<file path="src/rtl/config_packet_builder.sv">
`default_nettype none
// ============================================================================
//  Module      : config_packet_builder
//  Description : Frames a config payload into an authenticated AXI-Stream
//                packet: MAGIC word, {16'h0, seq_id} word, then the payload.
//                The sequence id advances per packet for anti-replay and never
//                takes the value zero. A single output register stage gives
//                full 1 word/clk throughput under continuous m_axis_tready.
//  Revision    : 1.0 - initial release
// ============================================================================
module config_packet_builder #(
    parameter int          AXI_DATA_WIDTH    = 32,
    parameter int          MAX_PAYLOAD_WORDS = 256,
    parameter logic [31:0] MAGIC             = 32'hDEADBEEF,
    parameter logic [15:0] SEQ_INIT          = 16'h0001,
    localparam int         LEN_W             = $clog2(MAX_PAYLOAD_WORDS + 1)
) (
    input  logic             clk,
    input  logic             rst,

    input  logic             start_valid,
    output logic             start_ready,
    input  logic [LEN_W-1:0] start_len,

    input  logic [31:0]      s_axis_tdata,
    input  logic [3:0]       s_axis_tkeep,
    input  logic             s_axis_tlast,
    input  logic             s_axis_tvalid,
    output logic             s_axis_tready,

    output logic [31:0]      m_axis_tdata,
    output logic [3:0]       m_axis_tkeep,
    output logic             m_axis_tlast,
    output logic             m_axis_tvalid,
    input  logic             m_axis_tready,

    output logic [31:0]      pkt_sent_cnt,
    output logic [31:0]      len_err_cnt,
    output logic [15:0]      next_seq_id,
    output logic             busy
);

    // The datapath is hard-wired to 32-bit words; any other width is rejected.
    generate
        if (AXI_DATA_WIDTH != 32) begin : g_bad_width
            $error("config_packet_builder: AXI_DATA_WIDTH must be 32");
        end
    endgenerate

    localparam logic [2:0] c_st_idle      = 3'd0;
    localparam logic [2:0] c_st_hdr_magic = 3'd1;
    localparam logic [2:0] c_st_hdr_seq   = 3'd2;
    localparam logic [2:0] c_st_payload   = 3'd3;
    localparam logic [2:0] c_st_drain     = 3'd4;

    localparam logic [3:0] c_keep_all     = 4'hF;

    logic [2:0]       r_state;
    logic [LEN_W-1:0] r_len;
    logic [LEN_W-1:0] r_word_cnt;
    logic [15:0]      r_next_seq;
    logic [31:0]      r_tdata;
    logic [3:0]       r_tkeep;
    logic             r_tlast;
    logic             r_tvalid;
    logic [31:0]      r_pkt_cnt;
    logic [31:0]      r_err_cnt;

    logic             w_load_ok;
    logic             w_final;
    logic             w_s_hs;
    logic             w_start_hs;
    logic [15:0]      w_seq_inc;

    logic [2:0]       w_state_nxt;
    logic             w_load;
    logic [31:0]      w_load_data;
    logic [3:0]       w_load_keep;
    logic             w_load_last;
    logic             w_s_ready;
    logic             w_start_ready;
    logic             w_len_err;
    logic             w_seq_adv;

    // The output register may take a new word when it is empty or being drained.
    assign w_load_ok  = !r_tvalid || m_axis_tready;
    // Only meaningful in PAYLOAD, where r_len is known to be non-zero.
    assign w_final    = (r_word_cnt == (r_len - LEN_W'(1)));
    assign w_s_hs     = s_axis_tvalid && w_s_ready;
    assign w_start_hs = start_valid && w_start_ready;
    // Zero is reserved as "never sent", so the id wraps from FFFF to 0001.
    assign w_seq_inc  = (r_next_seq == 16'hFFFF) ? 16'h0001 : (r_next_seq + 16'd1);

    // Next-state, output-load and source-ready decisions for each packet phase.
    always_comb begin
        w_state_nxt   = r_state;
        w_load        = 1'b0;
        w_load_data   = '0;
        w_load_keep   = '0;
        w_load_last   = 1'b0;
        w_s_ready     = 1'b0;
        w_start_ready = 1'b0;
        w_len_err     = 1'b0;
        w_seq_adv     = 1'b0;
        case (r_state)
            c_st_idle: begin
                w_start_ready = 1'b1;
                if (start_valid) begin
                    w_state_nxt = c_st_hdr_magic;
                end
            end
            c_st_hdr_magic: begin
                if (w_load_ok) begin
                    w_load      = 1'b1;
                    w_load_data = MAGIC;
                    w_load_keep = c_keep_all;
                    w_state_nxt = c_st_hdr_seq;
                end
            end
            c_st_hdr_seq: begin
                if (w_load_ok) begin
                    w_load      = 1'b1;
                    w_load_data = {16'h0000, r_next_seq};
                    w_load_keep = c_keep_all;
                    w_load_last = (r_len == '0);
                    w_seq_adv   = 1'b1;
                    w_state_nxt = (r_len == '0) ? c_st_idle : c_st_payload;
                end
            end
            c_st_payload: begin
                w_s_ready = w_load_ok;
                if (w_load_ok && s_axis_tvalid) begin
                    w_load      = 1'b1;
                    w_load_data = s_axis_tdata;
                    w_load_keep = s_axis_tkeep;
                    if (s_axis_tlast) begin
                        // Source ended; a short packet is sent truncated, not padded.
                        w_load_last = 1'b1;
                        w_len_err   = !w_final;
                        w_state_nxt = c_st_idle;
                    end else if (w_final) begin
                        // Declared length reached before the source ended: close
                        // the packet here and swallow the surplus words.
                        w_load_last = 1'b1;
                        w_len_err   = 1'b1;
                        w_state_nxt = c_st_drain;
                    end
                end
            end
            c_st_drain: begin
                w_s_ready = 1'b1;
                if (s_axis_tvalid && s_axis_tlast) begin
                    w_state_nxt = c_st_idle;
                end
            end
            default: begin
                w_state_nxt = c_st_idle;
            end
        endcase
    end

    // Packet-phase state, latched length and payload word counter.
    always_ff @(posedge clk or posedge rst) begin
        if (rst) begin
            r_state    <= c_st_idle;
            r_len      <= '0;
            r_word_cnt <= '0;
        end else begin
            r_state <= w_state_nxt;
            if (w_start_hs) begin
                r_len      <= start_len;
                r_word_cnt <= '0;
            end else if (r_state == c_st_payload && w_s_hs) begin
                r_word_cnt <= r_word_cnt + LEN_W'(1);
            end
        end
    end

    // Single-stage output register; contents held stable while stalled.
    always_ff @(posedge clk or posedge rst) begin
        if (rst) begin
            r_tdata  <= '0;
            r_tkeep  <= '0;
            r_tlast  <= 1'b0;
            r_tvalid <= 1'b0;
        end else if (w_load) begin
            r_tdata  <= w_load_data;
            r_tkeep  <= w_load_keep;
            r_tlast  <= w_load_last;
            r_tvalid <= 1'b1;
        end else if (m_axis_tready) begin
            r_tvalid <= 1'b0;
        end
    end

    // Sequence id carried by the next packet; advances as its header loads.
    always_ff @(posedge clk or posedge rst) begin
        if (rst) begin
            r_next_seq <= SEQ_INIT;
        end else if (w_seq_adv) begin
            r_next_seq <= w_seq_inc;
        end
    end

    // Delivered-packet and length-mismatch statistics, free-running with wrap.
    always_ff @(posedge clk or posedge rst) begin
        if (rst) begin
            r_pkt_cnt <= '0;
            r_err_cnt <= '0;
        end else begin
            if (r_tvalid && m_axis_tready && r_tlast) begin
                r_pkt_cnt <= r_pkt_cnt + 32'd1;
            end
            if (w_len_err) begin
                r_err_cnt <= r_err_cnt + 32'd1;
            end
        end
    end

    assign start_ready   = w_start_ready;
    assign s_axis_tready = w_s_ready;
    assign m_axis_tdata  = r_tdata;
    assign m_axis_tkeep  = r_tkeep;
    assign m_axis_tlast  = r_tlast;
    assign m_axis_tvalid = r_tvalid;
    assign pkt_sent_cnt  = r_pkt_cnt;
    assign len_err_cnt   = r_err_cnt;
    assign next_seq_id   = r_next_seq;
    assign busy          = (r_state != c_st_idle);

endmodule
`default_nettype wire
</file>
<file path="config.mk">
export PLATFORM = sky130hd
export DESIGN_NAME = config_packet_builder
export DESIGN_NICKNAME = d
export VERILOG_FILES = /design/src/rtl/config_packet_builder.sv
export SDC_FILE = /design/constraint.sdc
export NUM_CORES = 1
export LEC_CHECK = 0
export BUFFER_PORTS_ARGS = -buffer_cell sky130_fd_sc_hd__buf_2
export CELL_PAD_IN_SITES_DETAIL_PLACEMENT = 1
export CELL_PAD_IN_SITES_GLOBAL_PLACEMENT = 2
export CORE_MARGIN = 8
export CORE_UTILIZATION = 32
export DETAILED_ROUTE_END_ITERATION = 16
export PLACE_DENSITY = 0.84
export SYNTH_ARGS = -nofsm -noshare
export SYNTH_HDL_FRONTEND = slang
export SYNTH_SLANG_ARGS = --single-unit
</file>
<file path="constraint.sdc">
create_clock -name clk -period 5.2 [get_ports clk]
set_input_delay 0.52 -clock clk [delete_from_list [all_inputs] [get_ports clk]]
set_output_delay 0.52 -clock clk [all_outputs]
set_load 0.02 [all_outputs]
</file>
==> results.md <==
* Status: finished, final reports clean
* Area of the multi-input gates at 2825 um2
* Die X at 157.7 um
* Starting Density at 32.18%
* Relative slew slack at between 20% and 30%
* R2R Path Start: r_len[2]$_DFFE_PP0P_
* Max clock buf depth at 2
* Fin crit share at 72.71%
* Seq/Total Area, Yosys at 54.14%
* Post-synth EDFFs at 0
* R2R cell count at 11
* Commonest non-fill, non-tap cell in the layout: buf_2
* Hold Fails Final Rpt at 0
* Leak at 4.050 nW
* Syn_area_per_cell at 10.07 um2
* Clk pwr share at 28.0%
* Seq pwr share at 38.5%
* Most frequent cells in the layout: buf_2, dfrtp_1, nand2_1, nand3_1, xnor2_1
* Post-CTS sizing at 0
* Total number of vias at between 5,000 and 6,000
* Netlist cell types at 43
* Num CTS Buffers at 17
* Wire per inst at 17.46 um
* H-tree levels at 4
* GPL Wtd Cong at 0.7738
* Clock-pin slew on the worst setup and hold paths at roughly 0.06 ns
* Data arrival time of the critical path at slightly above 4 ns
* Largest net degree at the start of global routing at 100
* Antenna Nets Post-Route at 0
* Residual DRC at 0
* Setup Fix Bufs, Post-CTS at 0
* R2r setup slk at between 1 and 1.5 ns
* Antenna violations before repair at 0
* Worst Setup End Kind: register
* Gr ovfl total at 0
* Max-slew violation count at 0
* Max_cap viols at 0
* Worst reg2reg endpoint: len_err_cnt[26]$_DFFE_PP0P_
* Starting DRT DRC Count at a little under 200
* Count of input and output buffers at about 170
* #FFs+latches synth at 139
* Cell count of the worst hold path at 3
* Die area at 24,880 um2
* Max VDD drop at 240.2 uV
* Post-synth ARST share at between 90% and 100%
* Hpwl dp at ~14,000 um
* Root Buffer: clkbuf_16
* Pwr/cell area at approximately 500 nW/um2
* CTS Sinks at 139
* N_diodes at 0
* Net Sw Frac at approximately two fifths
* Comb pwr share at 33.5%
* Hold_sp: start_len[5]
* Setup WS pre-CTS at 1.472 ns
* Nets@finish at 867
* Worst Path Required at 5.49 ns
* Layout Skew at 0.008996 ns
* Hold Crit Class: input port to register
* Max Clock Freq at 264.5 MHz
* Crit Path Category: register to register
* Vias per inst at 4.887
* Reg area at 3480 um2
* CP startpoint kind: register
* IO Count at 172
* Final WS setup at about 1.4 ns
* DRT Wirelength at 19,090 um
* # rows at 52
* Maximum fanout along the worst path at 10
* Top_reg_cell synth: dfrtp_1
* Hold buffers post-CTS at 0
* # fillers at 2,311
* Internal power at 2.471 mW
* Tightest Pin Transition at roughly 1.1 ns
* Area grow syn2layout at 26.44%
* CORE AREA at 19,970 um2
* RSZ-0062 raised after global routing: false
* Tmin final at approximately 3.8 ns
* Hold EP: r_len[5]$_DFFE_PP0P_
* Overall track demand over capacity in global routing at 15.83%
* DR pass1 iterations at 4
* Layout cell share with drive strength beyond 1 at between 20% and 30%
* Switching power at 1.566 mW
* Chip Height at 157.7 um
* Setup TNS at 0 ns
* Clk_lat worst skew at 0.41 ns
* Final setup violation count at 0
* Synth Cell Area at 6427 um2
* Vias in the first global route at roughly 5,800
* First-pass GRT wire length at 31,070 um
* Yosys Warn Count at 0
* Net Count, Synth at 695
* CTS tree: built
* Mapped Cells at 638
## routing by layer
metal	track usage [%]	routed length (um)
met5	0	0
met3	4.505	1124
met1	19.66	8391
met2	26.32	9381
met4	4.533	188
## power groups by stage
stage / sequential, mW / clock [mW] / combinational [mW]
global route: 1.60 / 1.20 / 1.51
finish: 1.55 / 1.13 / 1.35
global placement: 1.56 / 0 / 1.35
detailed placement: 1.57 / 0 / 1.38
CTS: 1.56 / 1.16 / 1.38
floorplan: 1.72 / 0 / 0.727
## layout make-up
class	instances	share of cell area, %
sequential	139	42.82
multi-input combinational	466	34.77
tap	270	4.157
inverter	10	0.5235
clock buffer	22	5.589
timing repair buffer	176	10.99
clock inverter	10	1.155
## how the worst max path moves through the flow
stage	slack, ns	cells after the start	start	end
after global placement	1.56	11	r_len[2]$_DFFE_PP0P_	len_err_cnt[22]$_DFFE_PP0P_
after floorplan	0.96	1	rst	len_err_cnt[0]$_DFFE_PP0P_
after global routing	1.17	11	r_len[2]$_DFFE_PP0P_	len_err_cnt[26]$_DFFE_PP0P_
after detailed placement	1.47	11	r_len[2]$_DFFE_PP0P_	len_err_cnt[14]$_DFFE_PP0P_
after CTS	1.43	11	r_len[2]$_DFFE_PP0P_	len_err_cnt[26]$_DFFE_PP0P_
final	1.42	11	r_len[2]$_DFFE_PP0P_	len_err_cnt[26]$_DFFE_PP0P_
## Yosys cell counts, types with 2 or more instances
cell type	number	area, um2
dfrtp_1	138	3453
nand2_1	126	473.0
nand3_1	79	395.4
xnor2_1	68	595.6
nor2_1	30	112.6
xor2_1	22	192.7
nand4_1	21	131.4
and3_1	18	112.6
clkbuf_1	17	63.81
and4_1	16	140.1
a221oi_1	13	113.9
inv_1	10	37.54
nor3_1	9	45.04
buf_2	6	30.03
ha_1	6	75.07
a21oi_1	5	25.02
nor4_1	5	31.28
o21ai_0	5	25.02
or3_1	5	31.28
a221o_1	3	30.03
and2_1	3	18.77
mux2_2	3	33.78
mux2i_1	3	30.03
nand2b_1	3	18.77
nor2b_1	3	18.77
a22oi_1	2	15.01
a31o_2	2	17.52
o211ai_1	2	15.01
## sequential cells by signal (all words and copies together) (netlist names)
| register | count |
|---|---|
| next_seq_id | 16 |
| r_word_cnt | 9 |
| m_axis_tlast | 1 |
| pkt_sent_cnt | 32 |
| r_state | 3 |
| m_axis_tvalid | 1 |
| r_len | 9 |
| m_axis_tkeep | 4 |
| len_err_cnt | 32 |
| m_axis_tdata | 32 |
## critical path: stages (launching register included)
cell and delay (ns):
dfrtp_1 0.44, or3_1 0.40, o31ai_2 0.24, a21oi_1 0.11, or4_1 0.42, a2111o_1 0.41, ha_1 0.31, and4_1 0.20
nand4_1 0.27, nor2_2 0.48, nand4_1 0.21, xnor2_1 0.16
## cell families after synthesis
group	after synthesis	synth area share, %
adder cells (fa/ha/maj)	6	1.168
multiplexers	6	0.9928
XOR/XNOR	90	12.26
flip-flops	139	54.14
AND/OR/NAND/NOR	322	24.29
AO/OA/AOI/OAI	42	5.100
buffers and inverters	33	2.044
## per-stage QoR
| stage | hold WS (ns) | instance area [um2] | power (mW) | std cells | utilization, % |
|---|---|---|---|---|---|
| global placement | 0.4553 | 7579 | 2.911 | 1061 | 37.94 |
| floorplan | 0.4646 | 6427 | 2.451 | 638 | - |
| global route | 0.3018 | 8127 | 4.309 | 1093 | 40.69 |
| detailed placement | 0.4622 | 7579 | 2.946 | 1061 | 37.94 |
| finish | 0.3000 | 8127 | 4.037 | 1093 | 40.69 |
| CTS | 0.2816 | 8127 | 4.103 | 1093 | 40.69 |
Note: power is estimated with default switching activity, not from simulation.
